[src/rtl/risc_pkg.sv]
// Shared constants and state encoding for the risc8 memory-mapped UART transmitter.
// Optional parity stage controlled by macro RISC8_UART_PARITY_EN.
package risc_pkg;

  localparam logic [7:0] UART_DATA_ADDR = 8'hFF;
  localparam logic [7:0] UART_STAT_ADDR = 8'hFE;

  localparam int UST_BUSY  = 0;
  localparam int UST_FULL  = 1;
  localparam int UST_EMPTY = 2;
  localparam int UST_OVF   = 3;

`ifdef RISC8_UART_PARITY_EN
  typedef enum logic [2:0] {
    UART_IDLE,
    UART_START,
    UART_DATA,
    UART_PARITY,
    UART_STOP
  } e_uart_state;
`else
  typedef enum logic [2:0] {
    UART_IDLE,
    UART_START,
    UART_DATA,
    UART_STOP
  } e_uart_state;
`endif

endpackage

[src/rtl/risc8_sync_fifo.sv]
// Synchronous FIFO with explicit occupancy count; a push into a full FIFO is
// accepted only when a pop happens in the same cycle.
module risc8_sync_fifo #(
  parameter int DATA_W = 8,
  parameter int DEPTH  = 8
) (
  input  logic                     clk,
  input  logic                     rst,
  input  logic                     push,
  input  logic                     pop,
  input  logic [DATA_W-1:0]        din,
  output logic [DATA_W-1:0]        dout,
  output logic                     full,
  output logic                     empty,
  output logic [$clog2(DEPTH):0]   count
);

  localparam int AW    = $clog2(DEPTH);
  localparam int CNT_W = AW + 1;

  logic [DATA_W-1:0] mem [DEPTH];
  logic [AW-1:0]     wr_ptr;
  logic [AW-1:0]     rd_ptr;
  logic              push_ok;
  logic              pop_ok;

  assign full    = (count == CNT_W'(DEPTH));
  assign empty   = (count == '0);
  assign pop_ok  = pop && !empty;
  assign push_ok = push && (!full || pop_ok);
  assign dout    = mem[rd_ptr];

  always_ff @(posedge clk) begin
    if (push_ok) mem[wr_ptr] <= din;
  end

  // Depth is a power of two, so pointer overflow gives the modulo wrap.
  always_ff @(posedge clk or negedge rst) begin
    if (!rst) begin
      wr_ptr <= '0;
      rd_ptr <= '0;
      count  <= '0;
    end else begin
      if (push_ok) wr_ptr <= wr_ptr + AW'(1);
      if (pop_ok)  rd_ptr <= rd_ptr + AW'(1);
      case ({push_ok, pop_ok})
        2'b10:   count <= count + CNT_W'(1);
        2'b01:   count <= count - CNT_W'(1);
        default: count <= count;
      endcase
    end
  end

endmodule

[src/rtl/risc8_uart_tx.sv]
// Memory-mapped 8N1 UART transmitter snooping risc8 CPU stores, with status register.
// Define RISC8_UART_PARITY_EN to insert an even-parity bit between data and stop.
module risc8_uart_tx
  import risc_pkg::*;
#(
  parameter int         BAUD_DIV   = 434,
  parameter int         FIFO_DEPTH = 8,
  parameter logic [7:0] DATA_ADDR  = UART_DATA_ADDR,
  parameter logic [7:0] STAT_ADDR  = UART_STAT_ADDR
) (
  input  logic       clk,
  input  logic       rst,
  input  logic [7:0] mem_addr,
  input  logic       mem_wr_en,
  input  logic [7:0] mem_wr_data,
  output logic [7:0] rd_data,
  output logic       rd_hit,
  output logic       tx
);

  localparam int          CNT_W       = $clog2(FIFO_DEPTH) + 1;
  localparam logic [15:0] BAUD_RELOAD = 16'(BAUD_DIV - 1);

  e_uart_state       state;
  logic [15:0]       baud_cnt;
  logic [2:0]        bit_cnt;
  logic [7:0]        shreg;
  logic              ovf;
  logic              enq_req;
  logic              stat_wr;
  logic              baud_done;
  logic              pop;
  logic              fifo_full;
  logic              fifo_empty;
  logic [CNT_W-1:0]  fifo_count;
  logic [7:0]        fifo_dout;
  logic [7:0]        status;

  assign enq_req   = mem_wr_en && (mem_addr == DATA_ADDR);
  assign stat_wr   = mem_wr_en && (mem_addr == STAT_ADDR);
  assign baud_done = (baud_cnt == 16'd0);
  assign pop       = !fifo_empty &&
                     ((state == UART_IDLE) || ((state == UART_STOP) && baud_done));

  risc8_sync_fifo #(
    .DATA_W (8),
    .DEPTH  (FIFO_DEPTH)
  ) u_fifo (
    .clk   (clk),
    .rst   (rst),
    .push  (enq_req),
    .pop   (pop),
    .din   (mem_wr_data),
    .dout  (fifo_dout),
    .full  (fifo_full),
    .empty (fifo_empty),
    .count (fifo_count)
  );

  // A full FIFO still accepts the byte when the FSM pops in the same cycle.
  always_ff @(posedge clk or negedge rst) begin
    if (!rst) begin
      ovf <= 1'b0;
    end else if (stat_wr) begin
      ovf <= 1'b0;
    end else if (enq_req && fifo_full && !pop) begin
      ovf <= 1'b1;
    end
  end

  always_comb begin
    status            = '0;
    status[UST_BUSY]  = (state != UART_IDLE);
    status[UST_FULL]  = fifo_full;
    status[UST_EMPTY] = fifo_empty;
    status[UST_OVF]   = ovf;
    status[7:4]       = 4'(fifo_count);
  end

  assign rd_hit  = (mem_addr == DATA_ADDR) || (mem_addr == STAT_ADDR);
  assign rd_data = (mem_addr == STAT_ADDR) ? status : 8'h00;

  always_ff @(posedge clk or negedge rst) begin
    if (!rst) begin
      state    <= UART_IDLE;
      baud_cnt <= 16'd0;
      bit_cnt  <= 3'd0;
      shreg    <= 8'h00;
      tx       <= 1'b1;
    end else begin
      case (state)
        UART_IDLE: begin
          if (pop) begin
            shreg    <= fifo_dout;
            bit_cnt  <= 3'd0;
            baud_cnt <= BAUD_RELOAD;
            tx       <= 1'b0;
            state    <= UART_START;
          end
        end
        UART_START: begin
          if (baud_done) begin
            baud_cnt <= BAUD_RELOAD;
            tx       <= shreg[0];
            state    <= UART_DATA;
          end else begin
            baud_cnt <= baud_cnt - 16'd1;
          end
        end
        UART_DATA: begin
          if (baud_done) begin
            baud_cnt <= BAUD_RELOAD;
            if (bit_cnt == 3'd7) begin
`ifdef RISC8_UART_PARITY_EN
              tx    <= ^shreg;
              state <= UART_PARITY;
`else
              tx    <= 1'b1;
              state <= UART_STOP;
`endif
            end else begin
              bit_cnt <= bit_cnt + 3'd1;
              tx      <= shreg[bit_cnt + 3'd1];
            end
          end else begin
            baud_cnt <= baud_cnt - 16'd1;
          end
        end
`ifdef RISC8_UART_PARITY_EN
        UART_PARITY: begin
          if (baud_done) begin
            baud_cnt <= BAUD_RELOAD;
            tx       <= 1'b1;
            state    <= UART_STOP;
          end else begin
            baud_cnt <= baud_cnt - 16'd1;
          end
        end
`endif
        UART_STOP: begin
          // Chain straight into the next start bit when more data is queued.
          if (baud_done) begin
            if (pop) begin
              shreg    <= fifo_dout;
              bit_cnt  <= 3'd0;
              baud_cnt <= BAUD_RELOAD;
              tx       <= 1'b0;
              state    <= UART_START;
            end else begin
              state <= UART_IDLE;
            end
          end else begin
            baud_cnt <= baud_cnt - 16'd1;
          end
        end
        default: begin
          state <= UART_IDLE;
          tx    <= 1'b1;
        end
      endcase
    end
  end

endmodule

[config.mk]
export PLATFORM = sky130hd
export DESIGN_NAME = risc8_uart_tx
export DESIGN_NICKNAME = d
export VERILOG_FILES = /design/src/rtl/risc_pkg.sv /design/src/rtl/risc8_sync_fifo.sv /design/src/rtl/risc8_uart_tx.sv
export SDC_FILE = /design/constraint.sdc
export NUM_CORES = 1
export LEC_CHECK = 0
export BUFFER_PORTS_ARGS = -buffer_cell sky130_fd_sc_hd__buf_2
export CORE_UTILIZATION = 25
export DETAILED_ROUTE_END_ITERATION = 7
export MAX_ROUTING_LAYER = met4
export PLACE_DENSITY = 0.38
export SYNTH_ARGS = -nofsm -noshare
export SYNTH_HDL_FRONTEND = slang
export SYNTH_SLANG_ARGS = --single-unit
[constraint.sdc]
create_clock -name clk -period 3.91 [get_ports clk]
set_clock_uncertainty 0.05 [all_clocks]
set_input_delay 0.391 -clock clk [delete_from_list [all_inputs] [get_ports clk]]
set_output_delay 0.391 -clock clk [all_outputs]
set_load 0.02 [all_outputs]
Word-level counts from Yosys, hierarchy flattened
Memories as Yosys holds them, arrays and structs flattened.
Cells that the tools add are included.
{ "totals": {"regBits": 42, "ramBits": 64, "out_inout_bits": 10, "word_cells": 93, "mem_count": 1} }
{ "classes": {"addsub": 6, "n_lt_le_gt_ge": 1, "eq_ne": 15, "n_mux": 33, "n_reduce_logical": 28} }
{ "mem_list": {"columns": ["memory", "depth", "word_bits", "rd", "rd_ports_with_merged_regs", "wr", "line_no", "source"], "rows": [
  ["u_fifo.mem", 8, 8, 1, 0, 1, "risc8_sync_fifo.sv:21", "logic [DATA_W-1:0] mem [DEPTH];"]
]} }
{ "op_table": {"columns": ["cell", "count"], "rows": [
  ["2-to-1 mux 16 bit", 3],
  ["one-hot mux 16 bit (3 select lines)", 1],
  ["2-to-1 mux 3 bit", 9],
  ["2-to-1 mux 8 bit", 3],
  ["equality test 8 bit (second input constant)", 2],
  ["zero test 16 bit", 1],
  ["one-hot mux 8 bit (2 select lines)", 1],
  ["subtractor 16 x 1 -> 16 bit (second input constant)", 1],
  ["inequality test 2 bit (second input constant)", 6],
  ["one-hot mux 3 bit (4 select lines)", 1],
  ["2-to-1 mux 1 bit", 11],
  ["adder 3 x 1 -> 3 bit (second input constant)", 3],
  ["one-hot mux 3 bit (3 select lines)", 1],
  ["nonzero test 3 bit", 3],
  ["logical AND 1 bit", 8],
  ["one-hot mux 4 bit (2 select lines)", 1],
  ["equality test 3 x 2 -> 1 bit (second input constant)", 2],
  ["nonzero test 2 bit", 3],
  ["AND reduction 5 bit", 1],
  ["adder 4 x 1 -> 4 bit (second input constant)", 1],
  ["equality test 4 bit (second input constant)", 1],
  ["zero test 4 bit", 1],
  ["< comparator 3 x 4 -> 1 bit (second input constant)", 1],
  ["one-hot mux 1 bit (4 select lines)", 1],
  ["other kinds (13)", 17]
]} }

Longest topological paths before layout
{ "depth": {"word_depth": 9, "ltp_mapped": 14, "ltp_nobuf": 13} }

Hierarchy
A second synthesis with hierarchy kept.
{ "unflattened": {"hier_cells": 394, "hier_area_um2": 5285.1} }
{ "by_module_without_submodules": {"columns": ["module", "n_inst", "cells_per_inst", "area_each_um2", "seq_area_each_um2"], "rows": [
  ["risc8_sync_fifo", 1, 182, 3208.1, 2172.1],
  ["risc8_uart_tx", 1, 212, 2077.0, 777.0]
]} }

Worst setup path after synthesis
Ideal clock, no wire load.
{ "synth_timing": {"path_kind": "flip-flop to flip-flop", "startpoint": "register baud_cnt[0]", "endpoint": "memory u_fifo.mem[0][0] (enable)", "arrival_time_ps": 3071, "t_required_ps": 3465, "setup_slack_ps": 394, "path_stages_with_launch": 9, "path_cell_list": "dfrtp_1 inv_1 ha_1 or4b_1 or4_4 buf_2 o21ai_2 o21ai_1 nor4_1"} }
{ "synth_between": {"elab_chain_cells": 9} }
{ "synth_rtl": {"columns": ["element", "line_no", "source"], "rows": [
  ["from (decl)", "risc8_uart_tx.sv:25", "logic [15:0] baud_cnt;"],
  ["from (signal assigned)", "risc8_uart_tx.sv:107", "baud_cnt <= baud_cnt - 16'd1;"],
  ["from (signal assigned)", "risc8_uart_tx.sv:126", "baud_cnt <= baud_cnt - 16'd1;"],
  ["from (signal assigned)", "risc8_uart_tx.sv:153", "baud_cnt <= baud_cnt - 16'd1;"],
  ["zero test 16 bit", "risc8_uart_tx.sv:41", "assign baud_done = (baud_cnt == 16'd0);"],
  ["logical AND 1 bit", "risc8_uart_tx.sv:43", "((state == UART_IDLE) || ((state == UART_STOP) && baud_done));"],
  ["logical OR 1 bit", "risc8_uart_tx.sv:43", null],
  ["logical AND 1 bit", "risc8_uart_tx.sv:42", "assign pop = !fifo_empty &&"],
  ["logical AND 1 bit", "risc8_sync_fifo.sv:29", "assign pop_ok = pop && !empty;"],
  ["logical OR 1 bit", "risc8_sync_fifo.sv:30", "assign push_ok = push && (!full || pop_ok);"],
  ["logical AND 1 bit", "risc8_sync_fifo.sv:30", null],
  ["2-to-1 mux 1 bit", "risc8_sync_fifo.sv:34", "if (push_ok) mem[wr_ptr] <= din;"],
  ["2-to-1 mux 1 bit (not written as such)", "risc8_sync_fifo.sv:34", null],
  ["to (decl)", "risc8_sync_fifo.sv:21", null]
]} }
No other way between the ends.

Worst setup path after layout
{ "layout_timing": {"startpoint": "register baud_cnt[0]", "endpoint": "register u_fifo.count[3]"} }
{ "layout_between": {"elab_chain_cells": 9, "word_cells_on_any_way": 11, "classes_between": "2 x eq/ne; 1 x mux; 8 x reduce/logical"} }
{ "layout_rtl": {"columns": ["element", "line_no", "source"], "rows": [
  ["zero test 16 bit (*)", "risc8_uart_tx.sv:41", null],
  ["logical AND 1 bit (*)", "risc8_uart_tx.sv:43", null],
  ["logical OR 1 bit (*)", "risc8_uart_tx.sv:43", null],
  ["logical AND 1 bit (*)", "risc8_uart_tx.sv:42", null],
  ["logical AND 1 bit (*)", "risc8_sync_fifo.sv:29", null],
  ["logical OR 1 bit", "risc8_sync_fifo.sv:30", null],
  ["logical AND 1 bit", "risc8_sync_fifo.sv:30", null],
  ["equality test 2 x 1 -> 1 bit / equality test 2 bit (equally long branches)", "risc8_sync_fifo.sv:46", "case ({push_ok, pop_ok})"],
  ["one-hot mux 4 bit (2 select lines) / nonzero test 2 bit (equally long branches)", null, null],
  ["to (signal assigned)", "risc8_sync_fifo.sv:47", "2'b10: count <= count + CNT_W'(1);"],
  ["to (signal assigned)", "risc8_sync_fifo.sv:48", "2'b01: count <= count - CNT_W'(1);"],
  ["to (signal assigned)", "risc8_sync_fifo.sv:49", "default: count <= count;"],
  ["to (decl)", "risc8_sync_fifo.sv:15", "output logic [$clog2(DEPTH):0] count"]
]} }
Mark *: on every way between the ends. The rest lies on a longest branch, timed or not.
A chain may end at the register's enable or synchronous reset.

==> results.sh <==
export IMPL_synth_edff_count=64
export IMPL_die_w_um=145
export IMPL_max_slew_margin_pct=31.7
export IMPL_portBuffers=28
export IMPL_drt_wirelength_per_cell_um=17.2
export IMPL_first_pass_iters=5
export IMPL_ctsResizeCount=0
export IMPL_areaGrowthSynthToFinish_pct=16.7
export IMPL_antenna_found_initial=0
export IMPL_h_tree_depth=3
export IMPL_status="finished, final reports clean"
export IMPL_clock_latency_ps=360
export IMPL_dr_total_vias=3330
export IMPL_tightest_slew_ps=1020
export IMPL_synthFlopType="edfxtp_1"
export IMPL_cts_buffers=9
export IMPL_routed_wirelength_mm=11.9
export IMPL_ant_nets=0
export IMPL_core_um2=19700
export IMPL_syn_inst=380
export IMPL_cts_hold_fix_buffers=0
export IMPL_p_leak_nw=2.28
export IMPL_r2r_end="u_fifo.count[3]"
export IMPL_dpl_cell_area_um2=5620
export IMPL_grt_pass1_vias=3231
export IMPL_hp_class="primary input to asynchronous set/reset pin"
export IMPL_fin_util_pct=30.1
export IMPL_start_kind="register"
export IMPL_vias_per_cell=4.82
export IMPL_maxCapViolCount=0
export IMPL_final_area_um2=5930
export IMPL_rows=51
export IMPL_maxSlewViolCount=0
export IMPL_antennaDiodeCount=0
export IMPL_ys_warn_count=0
export IMPL_fmax_mhz=285
export IMPL_ys_seq_elements=105
export IMPL_r2r_cells=13
export IMPL_power_density_nw_per_um2=752
export IMPL_grt_setup_unrepaired="no"
export IMPL_hold_violations=0
export IMPL_postCtsSetupRepairBufs=0
export IMPL_fin_crit_sh_pct=89.7
export IMPL_yosysSeqAreaShare_pct=58.0
export IMPL_start_util_pct=25.8
export IMPL_dpl_hpwl_mm=8.00
export IMPL_timing_hold_ws_ps=159
export IMPL_grt_pass1_wl_mm=18.9
export IMPL_setup_violations=0
export IMPL_synthArstFlopShare_pct=39.0
export IMPL_place_congestion=0.810
export IMPL_drive_gt1_share_pct=23.9
export IMPL_io_pins=29
export IMPL_drt_iter0_drc=163
export IMPL_path_clk_slew_ps=80
export IMPL_nNetsFinal=454
export IMPL_period_minus_slack_ps=3510
export IMPL_die_area_um2=20900
export IMPL_path_max_fanout=12
export IMPL_synth_area_leader_cell="edfxtp_1"
export IMPL_yosysUniqueCellTypes=57
export IMPL_grt_usage_pct=12.8
export IMPL_r2r_setup_slack_ps=400
export IMPL_grt_max_degree=42
export IMPL_cts_buffer_depth=2
export IMPL_die_height_um=145
export IMPL_r2r_start="baud_cnt[0]"
export IMPL_endpoint_kind="register"
export IMPL_cp_endpoint="u_fifo.count[3]"
export IMPL_irDropWorstVdd_uv=282
export IMPL_crit_arrival_ps=3680
export IMPL_tritoncts="yes"
export IMPL_avgSynthCellArea_um2=13.4
export IMPL_drc=0
export IMPL_syn_num_nets=413
export IMPL_ys_top_cells_by_area="edfxtp_1, dfrtp_1, mux4_2"
export IMPL_critical_path_class="register to register"
export IMPL_crit_path_start="baud_cnt[0]"
export IMPL_cts_sinks=105
export IMPL_cts_root_buf="clkbuf_16"
export IMPL_synth_area_um2=5080
export IMPL_synth_top_cell_area_share_pct=37.8
export IMPL_grt_overflow=0
export IMPL_p_total_w=0.00446
export IMPL_tns_ps=0
export IMPL_crit_required_ps=4080
## registers in the layout, indices dropped and copies added (netlist names)
signal and flops:
u_fifo.mem 64, baud_cnt 16, shreg 8, u_fifo.count 4, bit_cnt 3, u_fifo.rd_ptr 3, u_fifo.wr_ptr 3, state 2
ovf 1, tx 1
## per-layer routing
metal / global-route usage [%] / wire length [um] / up-vias
li1: - / - / 1571
met2: 19.9 / 5840 / 42
met4: 4.27 / 141 / 0
met3: 2.78 / 305 / 10
met1: 16.5 / 5620 / 1707
met5: - / 0 / -
## final cells by class
| class | count | area, um2 |
|---|---|---|
| Clock inverter | 7 | 88.8 |
| Inverter | 15 | 56.3 |
| Tap cell | 265 | 332 |
| Multi-Input combinational cell | 247 | 2030 |
| Fill cell | 1979 | 13800 |
| Clock buffer | 9 | 225 |
| Timing Repair Buffer | 43 | 253 |
| Sequential cell | 105 | 2950 |
## cells in the final DEF, fill, tap and decap left out, types with 7 or more instances in the layout
cell type,count
a211o_1,8
a21oi_1,14
a22oi_1,7
and3_1,8
buf_2,28
buf_4,15
clkbuf_16,9
dfrtp_1,40
edfxtp_1,64
ha_1,13
inv_1,15
mux2_2,18
mux4_2,17
nand2_1,17
nand2b_1,8
nor2_1,18
nor3_1,19
nor4_1,9
o21ai_0,10
## cells by family (layout without fill, tap and decap cells)
logic type | after synthesis | in the layout | share of synthesized area (%)
AO/OA/AOI/OAI | 76 | 76 | 10.3
XOR/XNOR | 8 | 8 | 1.38
adder cells (fa/ha/maj) | 14 | 14 | 3.59
buffers and inverters | 28 | 74 | 2.24
flip-flops | 105 | 105 | 58.0
multiplexers | 41 | 41 | 12.7
AND/OR/NAND/NOR | 108 | 108 | 11.8
## worst max-delay path, stage by stage, from the launching register on
cell	delay, ps
dfrtp_1	380
inv_1	110
ha_1	300
or4b_1	530
or4_4	550
o21ai_2	190
nand2_1	100
inv_1	100
ha_1	230
a21o_1	170
a21o_1	210
nand2b_1	150
o221ai_1	180
o211ai_1	110
## synthesized netlist by cell type, drive strengths merged (2+ instances only)
| cell type | n |
|---|---|
| a211o | 8 |
| a211oi | 3 |
| a21o | 5 |
| a21oi | 14 |
| a22oi | 7 |
| a31oi | 2 |
| a41oi | 2 |
| and2 | 4 |
| and3 | 8 |
| buf | 6 |
| clkbuf | 7 |
| dfrtp | 40 |
| edfxtp | 64 |
| ha | 13 |
| inv | 15 |
| mux2 | 19 |
| mux2i | 5 |
| mux4 | 17 |
| nand2 | 17 |
| nand2b | 8 |
| nand3 | 5 |
| nand4 | 2 |
| nor2 | 18 |
| nor2b | 3 |
| nor3 | 20 |
| nor4 | 11 |
| o211ai | 6 |
| o21ai | 14 |
| o22ai | 6 |
| or3 | 4 |
| or4 | 3 |
| xnor2 | 6 |
| xor2 | 2 |
## through the flow
step / worst slack (ps) / cells
finish: 402 / 691
global route: 191 / 691
CTS: 388 / 691
detailed placement: 412 / 675
global placement: 508 / 675
floorplan: 394 / 380
## how the worst min path moves through the flow
| stage | endpoint | slack [ps] | start | cells after the start |
|---|---|---|---|---|
| CTS | ovf | 150 | mem_wr_en | 2 |
| global route | ovf | 170 | mem_wr_en | 2 |
| global placement | shreg[2] | 440 | shreg[2] | 1 |
| finish | baud_cnt[6] | 160 | rst | 1 |
| floorplan | baud_cnt[0] | 50 | rst | 0 |
| detailed placement | shreg[7] | 450 | shreg[7] | 1 |
## report_power, final
| group | switching (W) | internal [W] | leakage (nW) |
|---|---|---|---|
| logic | 0.00107 | 0.000854 | 1.04 |
| registers | 0.000241 | 0.00136 | 1.10 |
| clock network | 0.000467 | 0.000461 | 0.152 |
No activity file was read; power rests on OpenSTA's default activity.
